File: config.mk
export PLATFORM = sky130hd
export DESIGN_NAME = wb_lcd_sequencer
export DESIGN_NICKNAME = d
export VERILOG_FILES = /design/src/rtl/wb_lcd_sequencer_pkg.sv /design/src/rtl/wb_lcd_sequencer_wbm.sv /design/src/rtl/wb_lcd_sequencer.sv
export SDC_FILE = /design/constraint.sdc
export NUM_CORES = 1
export LEC_CHECK = 0
export ABC_AREA = 0
export BUFFER_PORTS_ARGS = -buffer_cell sky130_fd_sc_hd__buf_2
export CORE_ASPECT_RATIO = 0.8
export CORE_MARGIN = 3
export CORE_UTILIZATION = 51
export DETAILED_ROUTE_END_ITERATION = 10
export GPL_ROUTABILITY_DRIVEN = 0
export PLACE_DENSITY_LB_ADDON = 0.08
export SETUP_SLACK_MARGIN = 0.5
export SLEW_MARGIN = 20
export SYNTH_ARGS = -nofsm -noshare
export SYNTH_HDL_FRONTEND = slang
export SYNTH_SLANG_ARGS = --single-unit
File: constraint.sdc
create_clock -name i_clk -period 14.9 [get_ports i_clk]
set_clock_uncertainty 0.15 [all_clocks]
set_input_delay 1.49 -clock i_clk [delete_from_list [all_inputs] [get_ports i_clk]]
set_output_delay 1.49 -clock i_clk [all_outputs]
set_load 0.03 [all_outputs]
File: src/rtl/wb_lcd_sequencer_pkg.sv
// Shared types and constants for the HD44780 Wishbone sequencer.
// Holds the FSM state encodings, counter widths and the LCD command bytes.
package lcd_seq_pkg;

    localparam int STEP_W        = 6;
    localparam int GAP_CNT_W     = 20;
    localparam int TO_CNT_W      = 8;
    localparam int BUF_DEPTH     = 32;
    localparam int INIT_STEPS    = 4;
    localparam int REFRESH_STEPS = 34;

    localparam logic [7:0] LCD_FUNC_SET = 8'h38;
    localparam logic [7:0] LCD_DISP_ON  = 8'h0C;
    localparam logic [7:0] LCD_CLEAR    = 8'h01;
    localparam logic [7:0] LCD_ENTRY    = 8'h06;
    localparam logic [7:0] LCD_LINE1    = 8'h80;
    localparam logic [7:0] LCD_LINE2    = 8'hC0;

    typedef enum logic [1:0] {ST_POWERUP, ST_INIT, ST_IDLE, ST_REFRESH} seq_state_t;
    typedef enum logic       {PH_BUS, PH_GAP} seq_phase_t;
    typedef enum logic [1:0] {WB_IDLE, WB_ISSUE, WB_WAIT_ACK} wb_state_t;

    function automatic logic [7:0] init_cmd(input logic [1:0] step);
        case (step)
            2'd0:    return LCD_FUNC_SET;
            2'd1:    return LCD_DISP_ON;
            2'd2:    return LCD_CLEAR;
            default: return LCD_ENTRY;
        endcase
    endfunction

endpackage

File: src/rtl/wb_lcd_sequencer_wbm.sv
// Single-transfer pipelined Wishbone write master with an ack timeout.
// One request at a time: start -> strobe until accepted -> wait for ack or give up.
module lcd_wb_single_master
    import lcd_seq_pkg::*;
#(
    parameter int unsigned ACK_TIMEOUT = 255
) (
    input  logic        i_clk,
    input  logic        i_reset_n,
    input  logic        i_start,
    input  logic        i_rs,
    input  logic [7:0]  i_byte,
    input  logic        i_wb_ack,
    input  logic        i_wb_stall,
    output logic        o_wb_cyc,
    output logic        o_wb_stb,
    output logic        o_wb_we,
    output logic [29:0] o_wb_addr,
    output logic [31:0] o_wb_data,
    output logic [3:0]  o_wb_sel,
    output logic        o_done,
    output logic        o_timeout
);

    localparam logic [TO_CNT_W-1:0] TO_LAST = TO_CNT_W'(ACK_TIMEOUT - 1);

    wb_state_t           r_state;
    logic                r_cyc;
    logic                r_stb;
    logic                r_we;
    logic                r_rs;
    logic [7:0]          r_byte;
    logic [TO_CNT_W-1:0] r_tcnt;
    logic                r_done;
    logic                r_timeout;

    always_ff @(posedge i_clk or negedge i_reset_n) begin
        if (!i_reset_n) begin
            r_state   <= WB_IDLE;
            r_cyc     <= 1'b0;
            r_stb     <= 1'b0;
            r_we      <= 1'b0;
            r_rs      <= 1'b0;
            r_byte    <= 8'h00;
            r_tcnt    <= '0;
            r_done    <= 1'b0;
            r_timeout <= 1'b0;
        end else begin
            r_done    <= 1'b0;
            r_timeout <= 1'b0;
            case (r_state)
                WB_IDLE: begin
                    // Acks arriving here belong to nobody and are dropped.
                    if (i_start) begin
                        r_cyc   <= 1'b1;
                        r_stb   <= 1'b1;
                        r_we    <= 1'b1;
                        r_rs    <= i_rs;
                        r_byte  <= i_byte;
                        r_state <= WB_ISSUE;
                    end
                end
                WB_ISSUE: begin
                    if (!i_wb_stall) begin
                        r_stb   <= 1'b0;
                        r_tcnt  <= '0;
                        r_state <= WB_WAIT_ACK;
                    end
                end
                WB_WAIT_ACK: begin
                    if (i_wb_ack) begin
                        r_cyc   <= 1'b0;
                        r_we    <= 1'b0;
                        r_done  <= 1'b1;
                        r_state <= WB_IDLE;
                    end else if (r_tcnt == TO_LAST) begin
                        r_cyc     <= 1'b0;
                        r_we      <= 1'b0;
                        r_done    <= 1'b1;
                        r_timeout <= 1'b1;
                        r_state   <= WB_IDLE;
                    end else begin
                        r_tcnt <= r_tcnt + TO_CNT_W'(1);
                    end
                end
                default: r_state <= WB_IDLE;
            endcase
        end
    end

    assign o_wb_cyc  = r_cyc;
    assign o_wb_stb  = r_stb;
    assign o_wb_we   = r_we;
    assign o_wb_addr = {29'd0, r_rs};
    assign o_wb_data = {24'd0, r_byte};
    assign o_wb_sel  = 4'b0001;
    assign o_done    = r_done;
    assign o_timeout = r_timeout;

endmodule

File: src/rtl/wb_lcd_sequencer.sv
// HD44780 sequencer: power-on delay, init commands, then mirrors a 2x16 buffer
// to the panel over Wishbone whenever the buffer changes or a refresh is requested.
module wb_lcd_sequencer
    import lcd_seq_pkg::*;
#(
    parameter int unsigned POWERUP_CYCLES = 750000,
    parameter int unsigned CMD_GAP_CYCLES = 2500,
    parameter int unsigned CLEAR_CYCLES   = 100000,
    parameter int unsigned ACK_TIMEOUT    = 255
) (
    input  logic        i_clk,
    input  logic        i_reset_n,
    input  logic        i_buf_we,
    input  logic [4:0]  i_buf_addr,
    input  logic [7:0]  i_buf_data,
    input  logic        i_refresh_req,
    output logic        o_init_done,
    output logic        o_busy,
    output logic        o_error,
    output logic        o_wb_cyc,
    output logic        o_wb_stb,
    output logic        o_wb_we,
    output logic [29:0] o_wb_addr,
    output logic [31:0] o_wb_data,
    output logic [3:0]  o_wb_sel,
    input  logic        i_wb_ack,
    input  logic        i_wb_stall
);

    localparam logic [GAP_CNT_W-1:0] PWR_LAST = GAP_CNT_W'(POWERUP_CYCLES - 1);
    localparam logic [GAP_CNT_W-1:0] GAP_LAST = GAP_CNT_W'(CMD_GAP_CYCLES - 1);
    localparam logic [GAP_CNT_W-1:0] CLR_LAST = GAP_CNT_W'(CLEAR_CYCLES - 1);

    logic [7:0]           r_buf [BUF_DEPTH];
    logic                 r_dirty;
    logic                 r_req_pend;
    seq_state_t           r_state;
    seq_phase_t           r_phase;
    logic [STEP_W-1:0]    r_step;
    logic [GAP_CNT_W-1:0] r_cnt;
    logic                 r_start;
    logic                 r_init_done;
    logic                 r_busy;
    logic                 r_error;

    logic                 w_go;
    logic                 w_rs;
    logic [7:0]           w_byte;
    logic                 w_last_step;
    logic [GAP_CNT_W-1:0] w_gap_last;
    logic                 w_done;
    logic                 w_timeout;

    assign w_go = (r_state == ST_IDLE) && (r_dirty || r_req_pend || i_refresh_req);

    // A write landing on the same cycle a refresh starts keeps the buffer dirty.
    always_ff @(posedge i_clk or negedge i_reset_n) begin
        if (!i_reset_n) begin
            for (int i = 0; i < BUF_DEPTH; i++) r_buf[i] <= 8'h20;
            r_dirty    <= 1'b1;
            r_req_pend <= 1'b0;
        end else begin
            if (i_buf_we) r_buf[i_buf_addr] <= i_buf_data;
            if (i_buf_we)  r_dirty <= 1'b1;
            else if (w_go) r_dirty <= 1'b0;
            if (w_go)               r_req_pend <= 1'b0;
            else if (i_refresh_req) r_req_pend <= 1'b1;
        end
    end

    always_comb begin
        w_rs   = 1'b0;
        w_byte = LCD_FUNC_SET;
        if (r_state == ST_INIT) begin
            w_byte = init_cmd(r_step[1:0]);
        end else if (r_state == ST_REFRESH) begin
            if (r_step == STEP_W'(0)) begin
                w_byte = LCD_LINE1;
            end else if (r_step <= STEP_W'(16)) begin
                w_rs   = 1'b1;
                w_byte = r_buf[5'(r_step - STEP_W'(1))];
            end else if (r_step == STEP_W'(17)) begin
                w_byte = LCD_LINE2;
            end else begin
                w_rs   = 1'b1;
                w_byte = r_buf[5'(r_step - STEP_W'(2))];
            end
        end
    end

    assign w_last_step = (r_state == ST_INIT) ? (r_step == STEP_W'(INIT_STEPS - 1))
                                              : (r_step == STEP_W'(REFRESH_STEPS - 1));
    // Only a clear command (RS=0) earns the long gap; data byte 0x01 does not.
    assign w_gap_last  = (!w_rs && w_byte == LCD_CLEAR) ? CLR_LAST : GAP_LAST;

    always_ff @(posedge i_clk or negedge i_reset_n) begin
        if (!i_reset_n) begin
            r_state     <= ST_POWERUP;
            r_phase     <= PH_BUS;
            r_step      <= '0;
            r_cnt       <= '0;
            r_start     <= 1'b0;
            r_init_done <= 1'b0;
            r_busy      <= 1'b0;
            r_error     <= 1'b0;
        end else begin
            r_start <= 1'b0;
            if (w_timeout) r_error <= 1'b1;
            case (r_state)
                ST_POWERUP: begin
                    r_busy <= 1'b1;
                    if (r_cnt == PWR_LAST) begin
                        r_cnt   <= '0;
                        r_state <= ST_INIT;
                        r_phase <= PH_BUS;
                        r_step  <= '0;
                        r_start <= 1'b1;
                    end else begin
                        r_cnt <= r_cnt + GAP_CNT_W'(1);
                    end
                end
                ST_INIT, ST_REFRESH: begin
                    if (r_phase == PH_BUS) begin
                        if (w_done) begin
                            r_phase <= PH_GAP;
                            r_cnt   <= '0;
                        end
                    end else if (r_cnt == w_gap_last) begin
                        r_cnt   <= '0;
                        r_phase <= PH_BUS;
                        if (w_last_step) begin
                            if (r_state == ST_INIT) r_init_done <= 1'b1;
                            r_state <= ST_IDLE;
                            r_busy  <= 1'b0;
                            r_step  <= '0;
                        end else begin
                            r_step  <= r_step + STEP_W'(1);
                            r_start <= 1'b1;
                        end
                    end else begin
                        r_cnt <= r_cnt + GAP_CNT_W'(1);
                    end
                end
                ST_IDLE: begin
                    if (w_go) begin
                        r_state <= ST_REFRESH;
                        r_phase <= PH_BUS;
                        r_step  <= '0;
                        r_busy  <= 1'b1;
                        r_start <= 1'b1;
                    end
                end
                default: r_state <= ST_IDLE;
            endcase
        end
    end

    lcd_wb_single_master #(
        .ACK_TIMEOUT (ACK_TIMEOUT)
    ) u_wbm (
        .i_clk      (i_clk),
        .i_reset_n  (i_reset_n),
        .i_start    (r_start),
        .i_rs       (w_rs),
        .i_byte     (w_byte),
        .i_wb_ack   (i_wb_ack),
        .i_wb_stall (i_wb_stall),
        .o_wb_cyc   (o_wb_cyc),
        .o_wb_stb   (o_wb_stb),
        .o_wb_we    (o_wb_we),
        .o_wb_addr  (o_wb_addr),
        .o_wb_data  (o_wb_data),
        .o_wb_sel   (o_wb_sel),
        .o_done     (w_done),
        .o_timeout  (w_timeout)
    );

    assign o_init_done = r_init_done;
    assign o_busy      = r_busy;
    assign o_error     = r_error;

endmodule

==> impl_summary.md, run 1 <==
Cells and area
In the layout the commonest cells are sky130_fd_sc_hd__dfrtp_1 (279), sky130_fd_sc_hd__mux2_2 (263), sky130_fd_sc_hd__mux4_2 (105). The number of antenna diodes in the final layout is 0. Cells with a size suffix above 1 make up 40.25% of the layout.

The layout-stage area growth over the synthesis result is 7.602%. With fillers left out, the area of the finished cells amounts to 0.01881 mm^2. The library cell used most frequently in the layout, excluding fill and tap cells, is sky130_fd_sc_hd__dfrtp_1. The final layout net count is 1,352.

Yosys
The synthesized cell area is 0.01748 mm^2. In the synthesized netlist, the number of instances is 1,322. The part of the Yosys area used for sequential elements is 45.19%. The number of different library cells in the post-synthesis netlist is 84. In this run, synthesis inferred 0 flip-flops with an integrated enable. In the synthesized netlist the dominant register cell turns out to be sky130_fd_sc_hd__dfrtp_1. The mean cell area of the mapped netlist is 13.22 um^2. The share of synthesized area in the top cell type comes to 40.23%. Yosys printed 0 warnings.

Counting flops with an async set or reset pin after synthesis yields a share of 100.0%. The synthesized design contains 314 register bits. Of all cell types, the one taking the most synthesized area is sky130_fd_sc_hd__dfrtp_1. Ranked by total cell area, the synthesized netlist is headed by sky130_fd_sc_hd__dfrtp_1 (40%), sky130_fd_sc_hd__mux2_2 (17%), sky130_fd_sc_hd__mux4_2 (14%).

Pwr
The share of total power dissipated in combinational logic is 15.0%. The standby leakage power is 8.105 nW. The clock network burns 37.7% of the power. The relative contribution of sequential cells to total power is 47.3%. The worst-case IR drop observed on VDD is 0.00007290 V. The power after layout is 2.329 mW. Internal power comes to 1.734 mW. The switching power summed over all nets is 0.5946 mW. The areal power density over the cells is 123.8 mW/mm^2. The proportion of total power due to net switching is 25.53%.

Place
The placed wire-length estimate is 29,780 um. Port buffering added 33 buffers. The area after detailed placement is 0.01764 mm^2.

STA
The worst pin sits at a relative slew slack of 24.28%. Setup violations remaining at the end of the flow were counted as 0. The transition time of the tightest slew-check pin is 1.132 ns. The final-report hold violation count is 0.

For the final routed database, the setup TNS stands at 0 ns. The final critical path takes up 35.86% of the cycle. The max-slew violation total from the final report is 0.

Based on the critical path, the design can be clocked at up to 187.2 MHz. The time the worst path needs with I/O delays and setup is 5.343 ns. Setup repair after global routing left no endpoint under its margin.

Detailed routing
The routed design has 45,680 um of wire. Dividing the detail-routed wire length by the instance count gives 25.72 um. The vias after detailed routing is 11,130. The detailed-route DRC error count is 0. The number of antenna-violating nets in the routed design is 0. The first routing iteration left 1,070 violations. The mean number of vias per cell is 6.265. The total iterations of the first detailed-routing run is 5.

Global routing
The number of antenna violations at the first check in global routing is 0. The first global-routing pass estimated 70,170 um of wire. The via count of the first global-routing pass is 11,080.

The pin count of the biggest net entering global routing is 115. The total routing resource utilization after global routing is 25.57%. The remaining global-route overflow is 0.

CTS
The cell at the root of the clock tree is sky130_fd_sc_hd__clkbuf_16. The clock passes through at most 3 buffers. The later-pin clock latency in the skew report is 0.54 ns. The TritonCTS clock tree is done. The H-tree generated during clock tree synthesis spans 2 levels. Once the clock tree was built, the resizer swapped 0 gates to a different size. The tree built by TritonCTS fans out to 314 sinks. Clock tree synthesis inserted a total of 35 buffers. The number of buffers inserted for hold repair after clock tree synthesis is 0. In this run the post-CTS setup repair buffer count came out at 0.

The clock-pin transition on the worst setup and hold timing paths is 0.06 ns.

Die
The top-level port count is 91. The core footprint is 0.03315 mm^2. The overall die area is 0.03654 mm^2. The initialized floorplan defines 59 standard-cell rows.

The effective utilization at floorplan is 52.73%. From left edge to right edge, the die measures 213.0 um. In this run the vertical extent of the chip is 171.6 um.

Worst setup path
The data arrival at the endpoint of the critical path is 5.56 ns. The slowest stage of the critical path is the sky130_fd_sc_hd__dfrtp_4 cell. In this design, the stage delay of the slowest critical-path cell is 0.85 ns. Counting both buffers and inverters, the worst setup path holds a total of 2. In this design, the largest share of critical-path delay is due to multiplexers. The signal on the critical path passes through inv_2 > ha_4 > buf_4 > mux4_2 > mux2i_1 > a22oi_1 > a31oi_2 > nor3_4 > mux2i_2 > nor3b_4 > nor2_1. By startpoint and endpoint, the worst setup path is classified as reg -> reg.

The critical path data required time is 15.12 ns. The nature of the critical path endpoint is a flop. The maximum fanout along the worst path is 44. The kind of start point of the critical path is a flop.

Min path
The path class of the lowest-slack min-delay path is reg -> reg.

Job
Across the run, the number of max-cap violations was 0.

Run status
The flow ran to the end, and the final reports show no timing, DRC or antenna violations.
metrics by stage:
stage               instances  setup slack [ns]  hold WS, ns  utilization, %
floorplan                1377             9.906       0.2603               -
global placement         1713             9.520       0.2642           53.19
detailed placement       1713             9.489       0.2667           53.21
CTS                      1776             9.466       0.2836           56.74
global route             1776             9.150       0.3026           56.74
finish                   1776             9.557       0.2843           56.74
final cells by class:
cell class	instances	area, um^2
clock buffers	58	1104
clock inverters	5	66.31
fillers	2758	14340
inverters	12	45.04
multi-input cells	907	8827
flip-flops and latches	314	7906
well taps	427	534.3
repair buffers	53	325.3
sequential cells by signal (all words and copies together) (netlist names):
signal	flops
u_wbm.o_wb_cyc	1
u_wbm.r_rs	1
r_req_pend	1
r_phase	1
o_init_done	1
o_error	1
u_wbm.r_state	2
u_wbm.r_tcnt	8
r_start	1
r_dirty	1
u_wbm.r_byte	8
u_wbm.o_wb_stb	1
r_buf	256
o_busy	1
r_step	6
r_cnt	20
u_wbm.o_done	1
r_state	2
u_wbm.o_timeout	1
cell families (layout without fill, tap and decap cells):
group	Yosys count	after routing	share of synthesized area [%]
buf+inv	156	128	5.734
fa+ha+maj	10	10	0.7158
simple gates	281	281	8.239
other cells	2	57	0.04297
compound gates	129	129	5.269
flops	314	314	45.19
mux	402	402	33.36
xor+xnor	28	28	1.446
power by group through the flow:
stage               Sequential, mW  Combinational [mW]  Clock (mW)
finish                        1.10               0.348       0.878
global route                  1.12               0.376       0.934
CTS                           1.10               0.349       0.900
detailed placement            1.11               0.347           0
global placement              1.11               0.341           0
floorplan                     1.07               0.286           0
synth_stat cells (3+ instances only):
cell and number:
sky130_fd_sc_hd__a211oi_1 18, sky130_fd_sc_hd__a21boi_1 3, sky130_fd_sc_hd__a21oi_1 22, sky130_fd_sc_hd__a221o_1 4
sky130_fd_sc_hd__a22oi_1 8, sky130_fd_sc_hd__a31oi_1 7, sky130_fd_sc_hd__and2_1 5, sky130_fd_sc_hd__and3_1 10
sky130_fd_sc_hd__buf_2 20, sky130_fd_sc_hd__buf_4 67, sky130_fd_sc_hd__buf_6 8, sky130_fd_sc_hd__buf_8 3
sky130_fd_sc_hd__clkbuf_1 40, sky130_fd_sc_hd__dfrtp_1 281, sky130_fd_sc_hd__dfstp_2 33, sky130_fd_sc_hd__ha_1 10
sky130_fd_sc_hd__inv_1 11, sky130_fd_sc_hd__mux2_2 263, sky130_fd_sc_hd__mux2i_1 23, sky130_fd_sc_hd__mux4_1 9
sky130_fd_sc_hd__mux4_2 105, sky130_fd_sc_hd__nand2_1 75, sky130_fd_sc_hd__nand2b_1 14, sky130_fd_sc_hd__nand3_1 21
sky130_fd_sc_hd__nand3b_1 9, sky130_fd_sc_hd__nand4_1 8, sky130_fd_sc_hd__nor2_1 69, sky130_fd_sc_hd__nor2_2 10
sky130_fd_sc_hd__nor2b_1 15, sky130_fd_sc_hd__nor3_1 11, sky130_fd_sc_hd__nor3b_1 6, sky130_fd_sc_hd__nor4_1 6
sky130_fd_sc_hd__o211ai_1 9, sky130_fd_sc_hd__o21a_1 4, sky130_fd_sc_hd__o21ai_0 21, sky130_fd_sc_hd__o31ai_1 3
sky130_fd_sc_hd__or2_2 4, sky130_fd_sc_hd__or4_1 4, sky130_fd_sc_hd__xnor2_1 9, sky130_fd_sc_hd__xor2_1 18
metal layers:
layer | global-route usage, % | vias up | routed length, um
met1 | 39.27 | 5866 | 21550
met4 | 5.666 | 0 | 877
met2 | 37.51 | 356 | 20090
met3 | 5.562 | 58 | 3162
met5 | 0 | - | 0
li1 | - | 4847 | -
path summary, 6_finish.rpt:
path | start | end | slack [ns] | cells after the start
max in group asynchronous | i_reset_n | r_buf[211] | 11.39 | 3
max | r_step[0] | r_cnt[2] | 9.56 | 11
max reg2reg | r_step[0] | r_cnt[2] | 9.56 | 11
min | u_wbm.o_timeout | o_error | 0.28 | 1
min in group asynchronous | i_reset_n | r_buf[68] | 0.88 | 1
min reg2reg | u_wbm.o_timeout | o_error | 0.28 | 1
Power figures use the tool's default switching activity.
==> run 2: changes to the inputs <==
clock period = 5.4 ns   (was 14.9 ns; I/O delays follow)
==> run 2 against run 1 <==
Effect of this change:
- the flow now finishes with violations (negative hold slack)
- sequential power grew to 2.8 times the previous value
- count of clock-buffer cells in the layout shrank 8
- flip-flop and latch count is the same
- design area shrank 0.17%
- non-clock buffer count shrank 3
- die area is the same
- first-iteration DRC count shrank 3.3%
- routed wire length shrank 2.0%
- critical endpoint is now r_cnt[3]
==> impl_summary.md, run 2 (synthesized netlist as in run 1, its figures left out) <==
Job
The total of max-cap violations is 0 (unchanged).

Global routing
The global-route met2 utilization is 35.11% (-2.4 points). The pin count of the biggest net entering global routing was 134 (+17%). The met1 demand-to-capacity share in global routing is 38.48% (-0.79 points).

The remaining global-route overflow is 0 (unchanged). The global-route wire length before repair is 68,820 um (-1.9%). The via count of the first global-routing pass is 10,860 (-2.0%). The global routing stage identified its most utilized layer as met1.

The met3 track demand over resource is 5.890% (+0.33 points). The number of antenna violations at the first check in global routing is 1 (+1). The total routing resource utilization after global routing came to 24.91% (-0.66 points).

STA
The max-slew headroom at the worst pin is 25.41% (+1.1 points). The number of endpoints failing setup at the final stage is 0 (unchanged). The transition time of the tightest slew-check pin was 1.115 ns (-0.01685 ns). Setup repair after global routing left no endpoint under its margin. The time the worst path needs with I/O delays and setup is 4.409 ns (-0.9343 ns). The sum of negative setup slack came to 0 ns (unchanged). The max-slew violation total from the final report is 0 (unchanged).

The final hold slack came to -0.07069 ns (-0.3550 ns). The final-report hold violation count is 25 (+25). The maximum clock frequency came to 226.8 MHz (+21%). The share of the clock period used by the worst path after layout is 81.64% (+46 points).

The post-route worst setup slack came to 0.9914 ns (-8.566 ns).

Detailed routing
The total wire length is 44,760 um (-2.0%). The violation count after the first detailed-route iteration was 1,035 (-3.3%). The detailed-route DRC error count is 0 (unchanged). The average wire per standard cell is 25.26 um (-1.8%). The vias after detailed routing is 11,200 (+0.63%). The mean number of vias per cell is 6.319 (+0.86%). The total iterations of the first detailed-routing run came to 5 (unchanged). The number of antenna-violating nets in the routed design is 0 (unchanged).

CTS
The deepest level of the CTS H-tree is 2 (unchanged). The clock-pin transition on the worst setup and hold timing paths is 0.07 ns (about the same). TritonCTS built the clock tree.

The total clock sinks was 314 (unchanged). The number of resized instances in the post-cts repair step was 0 (unchanged). The post-CTS repair timing setup buffer count is 0 (unchanged). The number of buffers inserted for hold repair after clock tree synthesis is 0 (unchanged). The cell at the root of the clock tree is sky130_fd_sc_hd__clkbuf_16.

The maximum root-to-sink buffer count is 3 (unchanged). The number of buffers created by CTS is 34 (-2.9%). The later-pin clock latency in the skew report is 0.53 ns (about the same).

Cells and area
The final cell count without fillers was 1,772 (-0.23%). The largest registers in the layout are r_buf: 256 flops, r_cnt: 20 flops. The fraction of layout cells with a size suffix above 1 is 40.22% (about the same). The post-route standard cell area excluding fillers is 0.01878 mm^2 (-0.17%). The final core area utilization is 56.65% (-0.094 points). The flip-flop count of the largest register after layout is 256 (unchanged). The final layout net count is 1,348 (-0.30%). The final antenna diode count was 0 (unchanged). The layout-stage area growth over the synthesis result is 7.423%. Leaving out fill and tap cells, the most frequent cells in the layout are sky130_fd_sc_hd__dfrtp_1 (279), sky130_fd_sc_hd__mux2_2 (263), sky130_fd_sc_hd__mux4_2 (105). The most common cell after layout, fill and taps aside is sky130_fd_sc_hd__dfrtp_1. The register with the most flip-flops in the final layout is r_buf.

Place
The placed wire-length estimate is 29,860 um (+0.28%). The number of cells after detailed placement is 1,709 (-0.23%). The number of port buffers was 33 (unchanged).

The setup slack at placement is 0.6134 ns (-8.876 ns). The area after detailed placement is 0.01764 mm^2 (about the same).

Die
The floorplan die height is 171.6 um (unchanged). The overall die area is 0.03654 mm^2 (unchanged). The effective utilization at floorplan came to 52.73% (unchanged). The top-level port count is 91 (unchanged). The core footprint came to 0.03315 mm^2 (unchanged). The number of standard-cell rows in the floorplan is 59 (unchanged). The width of the die is 213.0 um (unchanged).

Pwr
The peak ir drop on the vdd network is 0.0002601 V (+260%). The areal power density over the cells is 340.9 mW/mm^2 (+180%). The power after layout is 6.401 mW (+170%). The standby leakage power is 8.060 nW (-0.56%).

Min path
The path class of the tightest hold or removal check is in -> async.

Worst setup path
The critical path data required time is 5.66 ns (-9.46 ns). The nature of the critical path endpoint is a flop. The flop-to-flop setup slack came to 0.99 ns (-8.57 ns). Traced cell by cell, the critical path runs through inv_1 > ha_1 > buf_4 > mux4_2 > o211ai_1 > o211ai_1 > a41o_1 > nor3_4 > mux2i_2 > nor3b_4 > buf_12 > nor2_1. The number of buffer and inverter instances along the worst setup path was 3 (+1). The data arrival at the endpoint of the critical path is 4.67 ns (-0.89 ns). The cell with the biggest individual delay on the critical path is sky130_fd_sc_hd__ha_1. The critical path in this run is classified as reg -> reg. The maximum cell stage delay along the critical path is 0.75 ns (-0.10 ns). The maximum fanout along the worst path is 16 (-64%). Among the stages of the critical path, the cell type that occurs most often is sky130_fd_sc_hd__o211ai_1. The kind of start point of the critical path is a flop. The gate family responsible for the most delay along the worst path is multiplexers.

Run status
The flow ran to the end, but the final reports show violations. The final reports fail on negative hold slack.
run 2: cell count changes in the layout (fill, tap and decap cells not counted), moves of 2 or more:
cell / delta
sky130_fd_sc_hd__buf_12: +3
sky130_fd_sc_hd__buf_4: -6
sky130_fd_sc_hd__clkbuf_16: -2
sky130_fd_sc_hd__clkbuf_8: -5
sky130_fd_sc_hd__clkinv_2: +2
sky130_fd_sc_hd__clkinvlp_4: +3
run 2: metal layers:
layer,up-vias,routed length (um)
met4,2,1283
li1,4855,-
met2,370,19060
met5,-,10
met3,72,3231
met1,5898,21170
run 2: cell type report:
class / instances / area, um^2
Sequential cell: 314 / 7906
Inverter: 12 / 45.04
Clock buffer: 50 / 980.9
Timing Repair Buffer: 50 / 340.3
Fill cell: 2704 / 14370
Clock inverter: 12 / 140.1
Multi-Input combinational cell: 907 / 8830
Tap cell: 427 / 534.3
run 2: path summary, 6_finish.rpt:
check                                     start         endpoint  cells past startpoint
worst min register to register  u_wbm.o_timeout          o_error                      1
worst max-delay path                  r_step[2]         r_cnt[3]                     12
max in group asynchronous             i_reset_n       r_buf[171]                      2
worst max register to register        r_step[2]         r_cnt[3]                     12
min in group i_clk                     i_wb_ack  u_wbm.o_timeout                      2
worst min-delay path                  i_reset_n        r_buf[28]                      1
run 2: where the power goes:
group / internal, mW / switching (mW)
registers: 2.77 / 0.275
clock network: 1.37 / 1.00
logic: 0.575 / 0.413
total: 4.71 / 1.69
